<file path="config.mk">
export PLATFORM = sky130hd
export DESIGN_NAME = demux_deser_2ch
export DESIGN_NICKNAME = d
export VERILOG_FILES = /design/src/rtl/demux_pkg.sv /design/src/rtl/deser_lane.sv /design/src/rtl/demux_deser_2ch.sv
export SDC_FILE = /design/constraint.sdc
export NUM_CORES = 1
export LEC_CHECK = 0
export ABC_AREA = 1
export CAP_MARGIN = 20
export CORE_MARGIN = 2
export CORE_UTILIZATION = 45
export DETAILED_ROUTE_END_ITERATION = 8
export HOLD_SLACK_MARGIN = 0.02
export PLACE_DENSITY = 0.69
export SETUP_SLACK_MARGIN = 0.15
export SLEW_MARGIN = 40
export SYNTH_ARGS = -nofsm -noshare
export SYNTH_HDL_FRONTEND = slang
export SYNTH_HIERARCHICAL = 1
export SYNTH_SLANG_ARGS = --single-unit
</file>
<file path="constraint.sdc">
create_clock -name clk -period 1.5 [get_ports clk]
set_input_delay 0.225 -clock clk [delete_from_list [all_inputs] [get_ports clk]]
set_output_delay 0.225 -clock clk [all_outputs]
set_load 0.005 [all_outputs]
</file>
<file path="src/rtl/demux_pkg.sv">
// Shared constants and state types for the two-channel demux deserializer.
package demux_pkg;

    localparam logic CH0 = 1'b0;
    localparam logic CH1 = 1'b1;

    typedef enum logic {SHIFT, LAST} collect_t;
    typedef enum logic {EMPTY, FULL} out_t;

    // Bit counter width for a given word size (cnt spans 0..WIDTH-1).
    function automatic int cnt_width(input int w);
        return (w < 2) ? 1 : $clog2(w);
    endfunction

endpackage

</file>
<file path="src/rtl/deser_lane.sv">
// One deserializer channel: MSB-first collector feeding a valid/ack holding stage
// with a sticky overflow flag.
module deser_lane #(
    parameter int WIDTH = 8
) (
    input  logic             clk,
    input  logic             rst_n,
    input  logic             clr,
    input  logic             sample,
    input  logic             bit_in,
    input  logic             ack,
    output logic [WIDTH-1:0] word,
    output logic             vld,
    output logic             ovf
);
    import demux_pkg::*;

    localparam int CW = cnt_width(WIDTH);
    localparam logic [CW-1:0] CNT_LAST = CW'(WIDTH - 1);

    logic [WIDTH-2:0] sr;
    logic [CW-1:0]    cnt;
    collect_t         cstate;
    out_t             ostate;
    logic [WIDTH-1:0] shifted;

    assign shifted = {sr, bit_in};
    assign vld     = (ostate == FULL);

    // A completion is a sample event while the collector is in LAST; the holding
    // stage either accepts it (empty or being acked) or drops it and flags overflow.
    always_ff @(posedge clk or negedge rst_n) begin
        if (!rst_n) begin
            sr     <= '0;
            cnt    <= '0;
            cstate <= SHIFT;
            ostate <= EMPTY;
            word   <= '0;
            ovf    <= 1'b0;
        end else if (clr) begin
            sr     <= '0;
            cnt    <= '0;
            cstate <= SHIFT;
            ostate <= EMPTY;
            word   <= '0;
            ovf    <= 1'b0;
        end else begin
            if (sample) begin
                sr <= shifted[WIDTH-2:0];
                if (cstate == LAST) begin
                    cnt    <= '0;
                    cstate <= SHIFT;
                end else begin
                    cnt <= cnt + 1'b1;
                    if (cnt == CNT_LAST - 1'b1)
                        cstate <= LAST;
                end
            end

            if (sample && cstate == LAST) begin
                if (ostate == EMPTY || ack) begin
                    word   <= shifted;
                    ostate <= FULL;
                end else begin
                    ovf <= 1'b1;
                end
            end else if (ack && ostate == FULL) begin
                ostate <= EMPTY;
            end
        end
    end

endmodule

</file>
<file path="src/rtl/demux_deser_2ch.sv">
// Two-channel deserializer behind a 1x2 demux; sel routes each qualified bit to
// its channel and only din[sel] is ever sampled.
module demux_deser_2ch #(
    parameter int WIDTH = 8
) (
    input  logic             clk,
    input  logic             rst_n,
    input  logic             bit_valid,
    input  logic             sel,
    input  logic [1:0]       din,
    input  logic             clr,
    input  logic             ack0,
    input  logic             ack1,
    output logic [WIDTH-1:0] word0,
    output logic [WIDTH-1:0] word1,
    output logic             vld0,
    output logic             vld1,
    output logic             ovf0,
    output logic             ovf1
);
    import demux_pkg::*;

    logic sample0;
    logic sample1;

    assign sample0 = bit_valid & (sel == CH0);
    assign sample1 = bit_valid & (sel == CH1);

    deser_lane #(.WIDTH(WIDTH)) u_lane0 (
        .clk    (clk),
        .rst_n  (rst_n),
        .clr    (clr),
        .sample (sample0),
        .bit_in (din[CH0]),
        .ack    (ack0),
        .word   (word0),
        .vld    (vld0),
        .ovf    (ovf0)
    );

    deser_lane #(.WIDTH(WIDTH)) u_lane1 (
        .clk    (clk),
        .rst_n  (rst_n),
        .clr    (clr),
        .sample (sample1),
        .bit_in (din[CH1]),
        .ack    (ack1),
        .word   (word1),
        .vld    (vld1),
        .ovf    (ovf1)
    );

endmodule

</file>
# After elaboration in Yosys (flattened, before gate mapping)
# Cells that the tools add are included.
[word_totals] ff_bits=42 latch_bits=0 mem_bits_rw=0 mem_bits_ro=0 in_bits=9 out_inout_bits=20 elab_cells=83 memories=0
[op_classes] n_addsub=2 n_mul=0 div_mod_pow=0 magnitude_cmp=0 eq_ne=6 n_shift=0 mux=38 n_bitwise=5 reduce_logical=20
[ops] cell="2-to-1 mux 8 bit" n=6
[ops] cell="2-to-1 mux 7 bit" n=4
[ops] cell="2-to-1 mux 1 bit" n=22
[ops] cell="2-to-1 mux 3 bit" n=6
[ops] cell="AND reduction 2 bit" n=6
[ops] cell="nonzero test 2 bit" n=6
[ops] cell="adder 3 x 1 -> 3 bit (second input constant)" n=2
[ops] cell="== test 3 bit (second input constant)" n=2
[ops] cell="inequality test 3 bit (second input constant)" n=2
[ops] cell="nonzero test 3 bit" n=2
[ops] cell="logical AND 1 bit" n=4
[ops] cell="inequality test 2 bit (second input constant)" n=2
[ops] cell="NOT 1 bit" n=3
[ops] cell="bitwise AND 1 bit" n=2
[ops] cell="logical OR 1 bit" n=2

# Longest topological paths before layout
[logic_depth] ltp_word=5 ltp_mapped=7 depth_no_buf=7

# Hierarchy
# The synthesis kept the hierarchy.
[modules_own_cells] module="deser_lane at u_lane0" instances=1 cells_per_inst=106 area_each_um2=924.6 seq_area_each_um2=525.5
[modules_own_cells] module="deser_lane at u_lane1" instances=1 cells_per_inst=104 area_each_um2=914.6 seq_area_each_um2=525.5
[modules_own_cells] module="demux_deser_2ch" instances=1 cells_per_inst=4 area_each_um2=17.5 seq_area_each_um2=0.0

# Least setup slack after synthesis
# Ideal clock, no wire load.
[synth_path] kind="register -> register" startpoint="reg u_lane0.ostate, in the netlist u_lane0/vld" endpoint="reg u_lane0.word[1]" setup_time_ns=0.065 arrival_time_ns=0.842 required_ns=1.435 path_slack_ns=0.592 stages_incl_launch_ff=7 path_buffers=0 period_less_slack_ns=0.908 path_cell_list="dfrtp_1 inv_1 nor2_1 nand2_2 nand2_2 nand2_1 nand2_1"
[synth_via] elab_chain_cells=4
[synth_lines] item="start: declaration" line_no="deser_lane.sv:24" source="out_t ostate;"
[synth_lines] item="start signal: assignment" line_no="deser_lane.sv:37" source="ostate <= EMPTY;"
[synth_lines] item="start signal: assignment" line_no="deser_lane.sv:44" source="ostate <= EMPTY;"
[synth_lines] item="start signal: assignment" line_no="deser_lane.sv:63" source="ostate <= FULL;"
[synth_lines] item="NOT 1 bit" line_no="deser_lane.sv:61" source="if (ostate == EMPTY || ack) begin"
[synth_lines] item="logical OR 1 bit" line_no="deser_lane.sv:61"
[synth_lines] item="nonzero test 2 bit (no line)"
[synth_lines] item="AND reduction 2 bit (no line)"
[synth_lines] item="end signal: assignment" line_no="deser_lane.sv:62" source="word <= shifted;"
[synth_lines] item="end: declaration" line_no="deser_lane.sv:12" source="output logic [WIDTH-1:0] word,"
# No other way between the ends.
# A chain may end at the register's enable or synchronous reset.

# Worst setup path in the final report
[layout_path] startpoint="in bit_valid" endpoint="reg u_lane0.word[1]"
[layout_via] elab_chain_cells=4
[layout_lines] item="start: declaration" line_no="demux_deser_2ch.sv:8" source="input logic bit_valid,"
[layout_lines] item="bitwise AND 1 bit" line_no="demux_deser_2ch.sv:26" source="assign sample0 = bit_valid & (sel == CH0);"
[layout_lines] item="net sample0" line_no="demux_deser_2ch.sv:23" source="logic sample0;"
[layout_lines] item="logical AND 1 bit" line_no="deser_lane.sv:60" source="if (sample && cstate == LAST) begin"
[layout_lines] item="nonzero test 2 bit (no line)"
[layout_lines] item="AND reduction 2 bit (no line)"
# The timed path passes the listed nets, and every way through them passes these cells.

==> out/metrics.yaml <==
dieHeight_um: 68.24
wl_met3_um: 131
ys_ff_latch: 42
synth_area_leaders: "dfrtp_1 57%, nand2_1 14%, nand3_1 5.4%"
drive_above_1_share: 0.1624
area_delta_synth_final_pct: 31.60
cts-root-buf: "clkbuf_8"
portBuffers: 28
numCtsBuffers: 5
crit_type: "in2reg"
hpwl_mm: 2.819
fmax_ghz: 0.7929
yosysWarnings: 6
drtPass1Iterations: 4
pwr_density_cell_nw_per_um2: 836.3
core_sq_um: 3971
ant_nets: 0
drv_cap: 0
synth_cell_types: 16
m1WireLength_mm: 1.805
irDropWorstVdd_mv: 0.4509
multi_input_area_sq_um: 666.9
die_area_sq_um: 4656
grt_pass1_wl_mm: 6.713
viasPerCell: 4.966
max_slew_margin: 0.7203
antenna_found_initial: 0
status: "finished, final reports clean"
clkTransAtPathRegs_ns: 0.07
synthArstFlopShare: 1.000
fin_crit_ns: 1.261
diodes: 0
hold_ws_ns: 0.4013
hold_viol_final: 0
netlist_area_sq_um: 1857
synth.top_cell.area_share: 0.5660
ff_latch_area_sq_um: 1051
fin_skew_ns: 0.006513
grt_start_max_net_pins: 27
synth_edf_count: 0
track_usage: 0.1975
start_util: 0.4675
gp_congestion: 0.8154
drt_iter0_markers: 95
drcViolationCount: 0
crit_path_end_kind: "register"
cts_tree: "yes"
ys_top_cells_by_count: "69 x nand2_1, 42 x dfrtp_1, 23 x inv_1, 20 x nand3_1, 16 x o21ai_0"
min_period_over_period: 0.8408
clock_sinks: 42
rsz0062_at_grt: "true"
crit_fanout: 9
met2_length_mm: 1.743
clockBufferDepth: 2
grt_overflow: 0
finalSetupViolCount: 0
h-tree-depth: 2
critPathRequiredTime_ns: 1.68
yosysMostFrequentCell: "nand2_1"
tightest_slew_ns: 0.4195
vias: 1594
core.rowCount: 23
p_leak_nw: 1.368
ys_seq_area_frac: 0.5660
slew_viol_final: 0
synth_largest_area_cell: "dfrtp_1"
arrival_ns: 1.44
synth_flop_cell: "dfrtp_1"
start_kind: "primary input"
r2r_cells: 8
clk-insertion-delay-late_ns: 0.29
fillers: 360
synth_cells: 214
avgSynthCellArea_sq_um: 8.677
hold_path.class: "in2async"
final_net_count: 285
pin_count: 29
wl_mm: 3.748
chipWidth_um: 68.24
routed.top_layer: "met4"
wire_per_inst_um: 11.68
synth.net_count: 227
grt_pass1_vias: 1570
total_power_mw: 2.044
[cells in the final DEF, fill, tap and decap left out, types with 2 or more instances in the layout]
cell type        count
a21oi_1              4
buf_4               27
clkbuf_8             6
clkdlybuf4s50_1      7
dfrtp_1             42
dlygate4sd2_1       19
ha_1                 4
inv_1               22
inv_2                3
nand2_1             69
nand2_2              3
nand2_4              2
nand3_1             20
nand4_1             11
nor2_1              11
o21ai_0             16
[cell type report]
cell class	count	area share
flip-flops and latches	42	0.4301
multi-input cells	141	0.2729
repair buffers	57	0.1992
inverters	25	0.03840
clock buffers	6	0.03379
well taps	50	0.02560
[sequential cells by signal (all words and copies together), names as in the netlist, 3 cells and up]
register / flops
u_lane0/cnt: 3
u_lane1/sr: 7
u_lane0/word: 8
u_lane1/word: 8
u_lane0/sr: 7
u_lane1/cnt: 3
[metal layers]
layer	up-vias	GRT usage
li1	803	-
met1	755	0.2519
met2	31	0.3204
met3	5	0.04276
met4	0	0.09250
met5	-	0
[path summary, 6_finish.rpt]
path	from	to	slack [ns]
worst min-delay path	rst_n	u_lane1/sr[2]$_DFFE_PN0P_	0.40
worst max-delay path	bit_valid	u_lane0/word[1]$_DFFE_PN0P_	0.24
min in group clk	u_lane0/word[2]$_DFFE_PN0P_	u_lane0/word[2]$_DFFE_PN0P_	0.47
max in group asynchronous	rst_n	u_lane1/word[6]$_DFFE_PN0P_	0.63
worst max register to register	u_lane0/vld$_DFFE_PN0P_	u_lane0/word[2]$_DFFE_PN0P_	0.30
worst min register to register	u_lane0/word[2]$_DFFE_PN0P_	u_lane0/word[2]$_DFFE_PN0P_	0.47
[stage by stage]
| stage | util | setup TNS [ns] | setup WS [ns] | cells | instance area (sq um) |
|---|---|---|---|---|---|
| after floorplan | - | 0 | 0.5925 | 214 | 1857 |
| after global placement | 0.5766 | -0.6055 | -0.05446 | 303 | 2290 |
| after detailed placement | 0.5766 | -1.003 | -0.07949 | 303 | 2290 |
| after CTS | 0.6128 | 0 | 0.1295 | 320 | 2434 |
| after global routing | 0.6153 | 0 | 0.1513 | 321 | 2444 |
| final | 0.6153 | 0 | 0.2388 | 321 | 2444 |
[where the power goes]
part	internal, mW	leakage, nW	switching (mW)
Sequential	1.15	0.582	0.00935
Clock	0.355	0.0431	0.346
Combinational	0.0784	0.743	0.106
[cell families (layout without fill, tap and decap cells)]
kind of cell / Yosys count / after routing / share of synthesized area
compound gates: 20 / 20 / 0.05391
fa+ha+maj: 4 / 4 / 0.02696
buf+inv: 31 / 88 / 0.07480
flops: 42 / 42 / 0.5660
simple gates: 117 / 117 / 0.2783
[critical path, stage by stage]
cell and delay (ns):
clkdlybuf4s50_1 0.47, inv_1 0.05, nor2_2 0.16, nand2_1 0.14, nand2_4 0.13, nand2_2 0.13, nand2_1 0.09, nand2_1 0.05
[what timing repair did]
item	in CTS	in global routing
buffers inserted	10	1
resized for setup	19	2
endpoints found under the setup margin	20	9
hold buffers	1	0
endpoints found under the hold margin	16	0
gates cloned	0	0
pin swaps	0	0
No activity file was read; power rests on OpenSTA's default activity.
